--- src/rtl/divclk_uart_tx.sv ---
// UART transmitter paced by the divider's slow clock: synchronizes it, turns rising
// edges into one-cycle ticks, and shifts out start/data(LSB first)/stop frames.
module divclk_uart_tx #(
    parameter int DATA_BITS   = 8,
    parameter int STOP_BITS   = 1,
    parameter int SYNC_STAGES = 2
) (
    input  logic                 i_SYS_CLOCK,
    input  logic                 i_RESET,
    input  logic                 i_DIV_CLOCK,
    input  logic [DATA_BITS-1:0] i_DATA,
    input  logic                 i_VALID,
    output logic                 o_READY,
    output logic                 o_TX,
    output logic                 o_BUSY,
    output logic                 o_TICK
);
    localparam int CW = $clog2(DATA_BITS + 1);

    typedef enum logic [2:0] {S_IDLE, S_WAIT, S_START, S_DATA, S_STOP} state_t;

    logic [SYNC_STAGES-1:0] sync_q, sync_d;
    logic                   edge_q, edge_d;
    state_t                 state_q, state_d;
    logic [DATA_BITS-1:0]   shift_q, shift_d;
    logic [CW-1:0]          cnt_q, cnt_d;
    logic                   tx_q, tx_d;
    logic                   ready_q, ready_d;
    logic                   busy_q, busy_d;
    logic                   tick;
    logic                   accept;

    always_comb begin
        sync_d = {sync_q[SYNC_STAGES-2:0], i_DIV_CLOCK};
        edge_d = sync_q[SYNC_STAGES-1];
    end

    assign tick   = sync_q[SYNC_STAGES-1] & ~edge_q;
    assign accept = i_VALID & ready_q;

    // cnt_q counts data bits in DATA and stop intervals in STOP
    always_comb begin
        state_d = state_q;
        shift_d = shift_q;
        cnt_d   = cnt_q;
        case (state_q)
            S_IDLE: begin
                if (accept) begin
                    state_d = S_WAIT;
                    shift_d = i_DATA;
                    cnt_d   = '0;
                end
            end
            S_WAIT: begin
                if (tick) state_d = S_START;
            end
            S_START: begin
                if (tick) begin
                    state_d = S_DATA;
                    cnt_d   = '0;
                end
            end
            S_DATA: begin
                if (tick) begin
                    shift_d = shift_q >> 1;
                    if (cnt_q == CW'(DATA_BITS - 1)) begin
                        state_d = S_STOP;
                        cnt_d   = '0;
                    end else begin
                        cnt_d = cnt_q + CW'(1);
                    end
                end
            end
            S_STOP: begin
                if (tick) begin
                    if (cnt_q == CW'(STOP_BITS - 1)) begin
                        state_d = S_IDLE;
                        cnt_d   = '0;
                    end else begin
                        cnt_d = cnt_q + CW'(1);
                    end
                end
            end
            default: state_d = S_IDLE;
        endcase
    end

    // Outputs are decoded from the next state so they land with the state register
    always_comb begin
        case (state_d)
            S_START: tx_d = 1'b0;
            S_DATA:  tx_d = shift_d[0];
            default: tx_d = 1'b1;
        endcase
        ready_d = (state_d == S_IDLE);
        busy_d  = ~ready_d;
    end

    always_ff @(posedge i_SYS_CLOCK or posedge i_RESET) begin
        if (i_RESET) begin
            sync_q  <= '0;
            edge_q  <= 1'b0;
            state_q <= S_IDLE;
            shift_q <= '0;
            cnt_q   <= '0;
            tx_q    <= 1'b1;
            ready_q <= 1'b1;
            busy_q  <= 1'b0;
        end else begin
            sync_q  <= sync_d;
            edge_q  <= edge_d;
            state_q <= state_d;
            shift_q <= shift_d;
            cnt_q   <= cnt_d;
            tx_q    <= tx_d;
            ready_q <= ready_d;
            busy_q  <= busy_d;
        end
    end

    assign o_TX    = tx_q;
    assign o_READY = ready_q;
    assign o_BUSY  = busy_q;
    assign o_TICK  = tick;
endmodule

--- config.mk ---
export PLATFORM = sky130hd
export DESIGN_NAME = divclk_uart_tx
export DESIGN_NICKNAME = d
export VERILOG_FILES = /design/src/rtl/divclk_uart_tx.sv
export SDC_FILE = /design/constraint.sdc
export NUM_CORES = 1
export LEC_CHECK = 0
export CAP_MARGIN = 20
export CORE_AREA = 8 8 59 51
export DETAILED_ROUTE_END_ITERATION = 12
export DIE_AREA = 0 0 67 59
export GPL_ROUTABILITY_DRIVEN = 0
export GPL_TIMING_DRIVEN = 0
export PLACE_DENSITY = 0.84
export SKIP_CTS_REPAIR_TIMING = 1
export SYNTH_ARGS = -nofsm -noshare
export SYNTH_HDL_FRONTEND = slang
export SYNTH_SLANG_ARGS = --single-unit
--- constraint.sdc ---
create_clock -name i_SYS_CLOCK -period 2.4 [get_ports i_SYS_CLOCK]
set_input_delay 0.6 -clock i_SYS_CLOCK [delete_from_list [all_inputs] [get_ports i_SYS_CLOCK]]
set_output_delay 0.6 -clock i_SYS_CLOCK [all_outputs]
set_load 0.05 [all_outputs]
; ---- Word level (Yosys, flattened, before mapping)
; Index checks and enable logic that the tools add are counted.
[classes]
addsub = 1
eq_ne = 11
n_mux = 19
bitwise = 4
n_reduce_logical = 7
[ops]
columns = operator, n
row1 = two-way mux 4 bit, 6
row2 = two-way mux 3 bit, 7
row3 = two-way mux 8 bit, 2
row4 = case mux 4 bit (4 select lines), 1
row5 = case mux 8 bit (2 select lines), 1
row6 = case mux 3 bit (5 select lines), 1
row7 = == test 3 x 2 -> 1 bit (second input constant), 4
row8 = != test 2 bit (second input constant), 4
row9 = zero test 3 bit, 2
row10 = AND reduction 5 bit, 1
row11 = adder 4 x 1 -> 4 bit (second input constant), 1
row12 = == test 4 x 3 -> 1 bit (second input constant), 1
row13 = zero test 4 bit, 1
row14 = nonzero test 4 bit, 1
row15 = == test 3 x 1 -> 1 bit (second input constant), 1
row16 = == test 3 bit (second input constant), 1
row17 = AND reduction 3 bit, 1
row18 = bitwise AND 1 bit, 2
row19 = inverter 1 bit, 2
row20 = case mux 1 bit (2 select lines), 1
row21 = nonzero test 2 bit, 1
[totals]
ff_bits = 21
wordCells = 51

; ---- Logic depth before layout (Yosys ltp)
[depth]
word_depth = 6
mapped_depth = 6

; ---- Worst setup path after synthesis
; No wires, ideal clock.
[synth_path]
kind = reg-to-reg
from = reg ready_q, in the netlist o_READY
to = reg cnt_q[2]
arrival_ns = 1.716
slack_ns = 0.563
path_stages_with_launch = 6
n_path_buf = 1
cell_sequence = dfstp_2 or4b_4 nor2_4 buf_6 o22ai_1 a22o_1
[synth_via]
elab_chain_cells = 3
[synth_rtl]
columns = element, line
row1 = from (decl), 28  ; logic ready_q, ready_d;
row2 = from (signal assigned), 116  ; ready_q <= ready_d;
row3 = bitwise AND 1 bit, 39  ; assign accept = i_VALID & ready_q;
row4 = != test 2 bit (no source line), -
row5 = AND reduction 5 bit (no source line), -
row6 = to (signal assigned), 114  ; cnt_q <= cnt_d;
row7 = to (decl), 26  ; logic [CW-1:0] cnt_q, cnt_d;
; Every way passes these cells.
; A chain may end at the register's enable or synchronous reset.

; ---- Worst setup path in the final report
[layout_path]
from = reg ready_q, in the netlist o_READY
to = out o_READY
[layout_lines]
columns = element, line
row1 = to (decl), 13  ; output logic o_READY,
; No word-level cell between the ends.

==> results.md <==
Cells and area:
- Counting the fill cells in the layout gives 180.
- For this run, the post-layout net count is 121.
- 0 antenna diodes ended up in the layout.
- The final instance area is 0.001211 mm^2.
- The finished layout holds 131 standard cells, fillers aside.
- For this run, the share of the core covered by cells in the final layout is 58.67%.
- The post-route netlist has 11.32% of its cells at a drive strength greater than 1.
- The synthesis-to-finish area growth is 21.00%.

GRT:
- The total global routing overflow is 0.
- The first-pass GRT wire length is 3.684 mm.
- Entering global routing, the biggest net connects 22 pins.
- The initial antenna violation count came to 0.
- Across every metal layer, demand over resource in global routing totals about 12%.
- The number of global-route vias before repair is around 830.

Floorplanning:
- The initial cell density of the core is 48.48%.
- The top-level I/O count is 16.
- The die outline height is 59 um.
- The die covers about 0.0040 mm^2.
- The core region is 0.002064 mm^2.
- The floorplan has 15 rows.
- From left edge to right edge, the die measures 67 um.

Synth:
- The biggest area contributor in the post-synthesis netlist is sky130_fd_sc_hd__dfrtp_1.
- The dominant cell by count in the synthesized netlist is sky130_fd_sc_hd__dfrtp_1.
- The netlist area before placement is 0.001001 mm^2.
- The top flip-flop cell by instance count after synthesis is sky130_fd_sc_hd__dfrtp_1.
- Averaged over all synthesized cells, the footprint is between 10 and 15 um^2.
- Counting every instance in the synthesized netlist gives 87.
- The top cell type by area accounts for 47.50% of the synthesized area.
- The number of synthesized flops with an enable pin is 0.
- After synthesis, the netlist uses 36 different library cells.
- The net count after synthesis is 101.
- For this run, the number of Yosys warnings is 0.
- The share of synthesized registers carrying an async set or reset is 100.0%.
- The post-synthesis sequential area ratio is 52.75%.
- Sorting the synthesized cells by how often they occur yields sky130_fd_sc_hd__dfrtp_1 (19), sky130_fd_sc_hd__inv_1 (9), sky130_fd_sc_hd__a22o_1 (8), sky130_fd_sc_hd__a21o_1 (6), sky130_fd_sc_hd__o211ai_1 (4).
- By area the synthesized netlist is led by sky130_fd_sc_hd__dfrtp_1 (48%), sky130_fd_sc_hd__a22o_1 (7.0%), sky130_fd_sc_hd__dfstp_2 (5.3%).
- The count of state elements after synthesis is 21.

Power:
- Summed over all cells, the static leakage comes to 0.6052 nW.
- The switching power summed over all nets is 0.2023 mW.
- Power spread over the standard cell area amounts to 595.2 mW/mm^2.
- The switching share of total power is 28.06%.
- The worst voltage drop across the vdd grid is 0.0004189 V.
- The fraction of power consumed by sequential logic is 57.9%.
- The internal power is 0.5186 mW.
- The portion of total power attributed to the clock network is 23.1%.
- The part of the total power dissipated in combinational logic is 19.0%.

Routing:
- After detailed routing, the number of vias per cell comes to between 5 and 6.
- In this run the remaining antenna-violating nets after routing total 0.
- The detailed-route DRC error count is 0.
- The initial detailed-routing violation count is 20.
- The post-detailed-route wirelength per cell is 15.86 um.
- Wires add up to 2.078 mm.
- The detailed router placed 753 vias in this run.
- Before antenna repair, the detailed router went through 4 iterations.

Place:
- The HPWL after detailed placement is 1.586 mm.
- The total placed cells including tap cells is around 130.
- The count of input and output buffers is 15.
- The pre-CTS setup slack is ~0.33 ns.
- Summing all placed instances gives a cell area of between 0.001 and 0.0015 mm^2.

Timing:
- The final setup violation count is 0.
- On the final layout, the worst clock skew is 0.003016 ns.
- The final count of hold timing violations is 0.
- The part of the cycle the worst path needs is 93.21%.
- The number of pins exceeding their max-slew limit in the final report is 0.
- The final worst slack is about 0.16 ns.
- The post-route minimum period is 2.237 ns.
- The achievable clock frequency is 447.0 MHz.
- At the pin with the least slew margin, the transition time is 0.7761 ns.
- Setup repair after global routing left no endpoint under its margin.
- The worst-case headroom to the max-slew limit is 48.20%.

CTS:
- The maximum level of the CTS H-tree is 1.
- The later pin in the worst-skew pair is clocked with a latency of about 0.3 ns.
- The number of clock buffers added by TritonCTS is 3.
- Counting along the longest clock path gives a buffer depth of 2.
- The tree is rooted in a sky130_fd_sc_hd__clkbuf_4.
- The TritonCTS clock tree is built.
- The clock sink count is 21.
- After clock tree synthesis, the clock-pin slew on the worst setup and hold paths is 0.11 ns.

Critical path:
- The maximum fanout along the worst path is 2.
- The combined buffer and inverter count along the critical path is 1.
- The kind of start point of the critical path is a register.
- The endpoint class of the critical path is a primary output.
- The worst stage delay on the critical path is 0.79 ns.
- The path type of the worst setup path is register to primary output.
- The data required time of the critical path is roughly 1.8 ns.
- STA puts the critical path data arrival time at 1.64 ns.
- The largest individual stage delay along the critical path comes from the cell sky130_fd_sc_hd__clkdlybuf4s50_1.
- The largest delay contributor family on the critical path is buffers and inverters.
- Traced cell by cell, the critical path runs through clkdlybuf4s50_1.

Min path:
- In this run the worst hold path is classified as register to register.

Job:
- The max-cap violation count is 0.

Outcome:
- The run finished with clean final reports.
[final cells by class]
cell class / count / area [um^2] / area share [%]
Sequential cell: 21 / 528.0 / 43.60
Buffer: 2 / 16.27 / 1.343
Tap cell: 25 / 31.28 / 2.583
Clock buffer: 4 / 26.28 / 2.169
Multi-Input combinational cell: 55 / 422.9 / 34.92
Timing Repair Buffer: 15 / 152.6 / 12.60
Inverter: 9 / 33.78 / 2.789
[placed cells by master (no fill, tap or decap), types with 3 or more instances in the layout]
cell type	n
sky130_fd_sc_hd__clkbuf_4	3
sky130_fd_sc_hd__dfrtp_1	19
sky130_fd_sc_hd__a22o_1	8
sky130_fd_sc_hd__clkdlybuf4s50_1	14
sky130_fd_sc_hd__nor2_1	3
sky130_fd_sc_hd__inv_1	9
sky130_fd_sc_hd__o211ai_1	4
sky130_fd_sc_hd__a21o_1	6
sky130_fd_sc_hd__nand3_1	3
[kinds of logic after synthesis]
| kind of cell | synth area share (%) |
|---|---|
| flops | 52.75 |
| fa+ha+maj | 2.500 |
| buf+inv | 4.999 |
| mux | 1.000 |
| compound gates | 24.25 |
| simple gates | 14.50 |
[sequential cells by signal (all words and copies together) (netlist names)]
signal,cells
state_q,3
sync_q,2
o_READY,1
cnt_q,4
edge_q,1
o_TX,1
shift_q,8
o_BUSY,1
[per-layer routing]
metal / share of wire, % / vias up / wire [um] / track usage (%)
met5: 0 / - / 0 / 0
met4: 0.96 / 0 / 20 / 4.167
met3: 6.3 / 2 / 130 / 4.726
met2: 49 / 18 / 1023 / 19.75
met1: 44 / 373 / 904 / 14.03
li1: - / 360 / - / -
[power by group through the flow]
stage	Clock (mW)	Combinational (mW)	Sequential, mW
after floorplan	0	0.0812	0.427
after global placement	0	0.126	0.421
after detailed placement	0	0.137	0.424
after CTS	0.177	0.138	0.417
after global routing	0.186	0.153	0.423
final	0.167	0.137	0.418
[worst register-to-register path, stage by stage, from the launching register on]
cell	delay, ns
sky130_fd_sc_hd__dfrtp_1	0.41
sky130_fd_sc_hd__inv_1	0.10
sky130_fd_sc_hd__ha_1	0.15
sky130_fd_sc_hd__or3b_1	0.39
sky130_fd_sc_hd__o21ai_1	0.13
sky130_fd_sc_hd__a21bo_2	0.25
sky130_fd_sc_hd__or3_1	0.33
[metrics by stage]
| stage | hold slack, ns | setup TNS (ns) | power, mW |
|---|---|---|---|
| 6_report | 0.3583 | 0 | 0.7209 |
| 5_1_grt | 0.3839 | 0 | 0.7628 |
| 4_1_cts | 0.3616 | -0.03210 | 0.7316 |
| 3_5_place_dp | 0.3347 | 0 | 0.5605 |
| 3_3_place_gp | 0.3321 | 0 | 0.5477 |
| 2_1_floorplan | 0.3312 | 0 | 0.5077 |
[final timing paths]
| path | startpoint | to | slack (ns) | cells past startpoint |
|---|---|---|---|---|
| max | o_READY$_DFF_PP1_ | o_READY | 0.16 | 1 |
| min | sync_q[0]$_DFF_PP0_ | sync_q[1]$_DFF_PP0_ | 0.36 | 0 |
| max reg2reg | cnt_q[0]$_DFFE_PP0P_ | o_BUSY$_DFF_PP0_ | 0.53 | 6 |
| min reg2reg | sync_q[0]$_DFF_PP0_ | sync_q[1]$_DFF_PP0_ | 0.36 | 0 |
| max in group asynchronous | i_RESET | shift_q[6]$_DFFE_PP0P_ | 1.18 | 2 |
| min in group asynchronous | i_RESET | shift_q[3]$_DFFE_PP0P_ | 0.74 | 2 |
Power figures use the tool's default switching activity.
==> edit, RTL diff (config.mk and constraints unchanged) <==
One comparison of `cnt_q` changes from == to >=.
--- a/src/rtl/divclk_uart_tx.sv
+++ b/src/rtl/divclk_uart_tx.sv
@@ -64,5 +64,5 @@
                 if (tick) begin
                     shift_d = shift_q >> 1;
-                    if (cnt_q == CW'(DATA_BITS - 1)) begin
+                    if (cnt_q >= CW'(DATA_BITS - 1)) begin
                         state_d = S_STOP;
                         cnt_d   = '0;
Behaviour: same outputs for any inputs over 10 cycles, from zero or initial values and one cycle with i_RESET high; that may be too few to reach the edited logic, so the function may still have changed.
==> edit against the unedited design <==
Count of clock-buffer cells in the layout decreased by 1. Final area is 1.1% higher. Global-route usage fell by 0.47 points. Sequential cell count unchanged. Register-to-register slack worse by 0.04 ns. Routed wire length up 4.3%. Clock skew about the same. Setup slack lost 0.023 ns. Utilization rose by 0.67 points. Area after synthesis up 1.0%. Total power grew 27%. Sequential power rose by 12%. First-iteration DRC count rose by 110%. Largest power group unchanged.
==> edit: results (changes against the unedited design) <==
stage,metric,value,unit,change
run_status,outcome,"finished, final reports clean",,
logic_synthesis,synthTopCellsByArea,"dfrtp_1, a21o_1, dfstp_2",,
global_routing,antenna_found_initial,0,,unchanged
clock_tree,cts_buffer_depth,2,,unchanged
min_path,hp-class,flop to flop,,
finish,drive_gt1_share,11.9,%,+0.61 points
clock_tree,clk_root_buffer_cell,clkbuf_4,,
clock_tree,htree_levels,1,,unchanged
timing,skew,0.00307,ns,+0.0000557 ns
pwr,vdd_drop_max,0.593,mV,+41%
finish,nets,124,,+2.5%
finish,fillers,183,,+1.7%
placed_design,port_buffers,15,,unchanged
timing,tightest_slew,0.773,ns,-0.00310 ns
logic_synthesis,syn_nets,104,,+3.0%
drt,vias,769,,+2.1%
critical_path,cp_top_family,buffers and inverters,,
pwr,leakage,0.597,nW,-1.3%
min_path,hold_depth,0,,unchanged
critical_path,cp_max_fo,3,,+1
global_routing,track_usage,11.6,%,-0.47 points
logic_synthesis,synth_common_cells,"dfrtp_1, inv_1, a21o_1",,
critical_path,slowest_delay,0.80,ns,
critical_path,arrival,1.66,ns,+0.02 ns
critical_path,ff2ff_path_depth,5,,-1
logic_synthesis,yosys_warnings,0,,unchanged
drt,dr.pass1.iters,4,,unchanged
global_routing,grt_pass1_vias,797,,-3.5%
global_routing,grt_pass1_wl,3610,um,-2.1%
finish,n_antenna_cell,0,,unchanged
drt,first_iter_violations,41,,+110%
finish,largestRegisters,"shift_q x8, cnt_q x4, state_q x3",,
placed_design,place_ws,-0.0623,ns,-0.389 ns
logic_synthesis,ys_seq_area_share,52.2,%,-0.52 points
drt,wl_per_cell,16.2,um,+2.0%
placed_design,dp_hpwl,1680,um,+5.7%
critical_path,crit_slowest_cell,clkdlybuf4s50_1,,
clock_tree,cts.reportedPaths.clkPinSlew,0.12,ns,
logic_synthesis,synth_cell_type_count,34,,-5.6%
==> edit: cell count changes after synthesis, sizes merged, moves of 2 or more <==
| cell | before | now |
|---|---|---|
| a21bo | 2 | 0 |
| a21oi | 0 | 3 |
| a22o | 8 | 6 |
| buf | 1 | 3 |
| nand2b | 1 | 3 |
| nand3 | 3 | 0 |
| nor3 | 2 | 5 |
| o211ai | 4 | 2 |
| o22ai | 1 | 3 |
==> edit: metal layers <==
metal | GRT usage, % | part of all wire [%] | wire length (um)
met5 | 0 | 0 | 0
met3 | 4.91 | 5.9 | 128
met4 | 1.79 | 0.37 | 8
met1 | 14.1 | 42 | 916
met2 | 18.9 | 51 | 1110
==> edit: power breakdown <==
group / internal, mW / switching, mW
combinational: 0.118 / 0.152
clock: 0.0636 / 0.111
sequential: 0.428 / 0.0415
total: 0.610 / 0.305
==> edit: final timing paths <==
kind | slack [ns] | to | from
worst min register to register | 0.37 | sync_q[1] | sync_q[0]
min in group asynchronous | 0.73 | shift_q[5] | i_RESET
worst max-delay path | 0.14 | o_READY | o_READY
worst min-delay path | 0.37 | sync_q[1] | sync_q[0]
worst max register to register | 0.49 | shift_q[1] | o_READY
max in group asynchronous | 1.20 | shift_q[2] | i_RESET
==> edit: area by class of cell <==
cell class | count | area share [%]
multi-input combinational | 58 | 35.8
tap | 25 | 2.55
timing repair buffer | 15 | 12.5
clock buffer | 3 | 1.84
sequential | 21 | 43.1
inverter | 8 | 2.45
buffer | 3 | 1.23
clock inverter | 1 | 0.613
==> edit: per-stage QoR <==
stage               std cells  cell area [um2]
global route              134             1220
finish                    134             1220
detailed placement        130             1190
CTS                       134             1220
global placement          130             1190
floorplan                  90             1010
==> edit: logic make-up (layout without fill, tap and decap cells) <==
family,Yosys count,in the layout,synth area share [%]
AO/OA/AOI/OAI,32,32,26.2
AND/OR/NAND/NOR,24,24,14.6
flip-flops,21,21,52.2
buffers and inverters,11,30,4.46
adder cells (fa/ha/maj),2,2,2.47
==> edit: worst register-to-register path: cells and delay by family (launching register included) <==
family | cells | cell delay (ns)
buffers and inverters | 1 | 0.34
DFF | 1 | 0.56
and+or+nand+nor | 3 | 0.64
AOI/OAI and AO/OA | 1 | 0.28
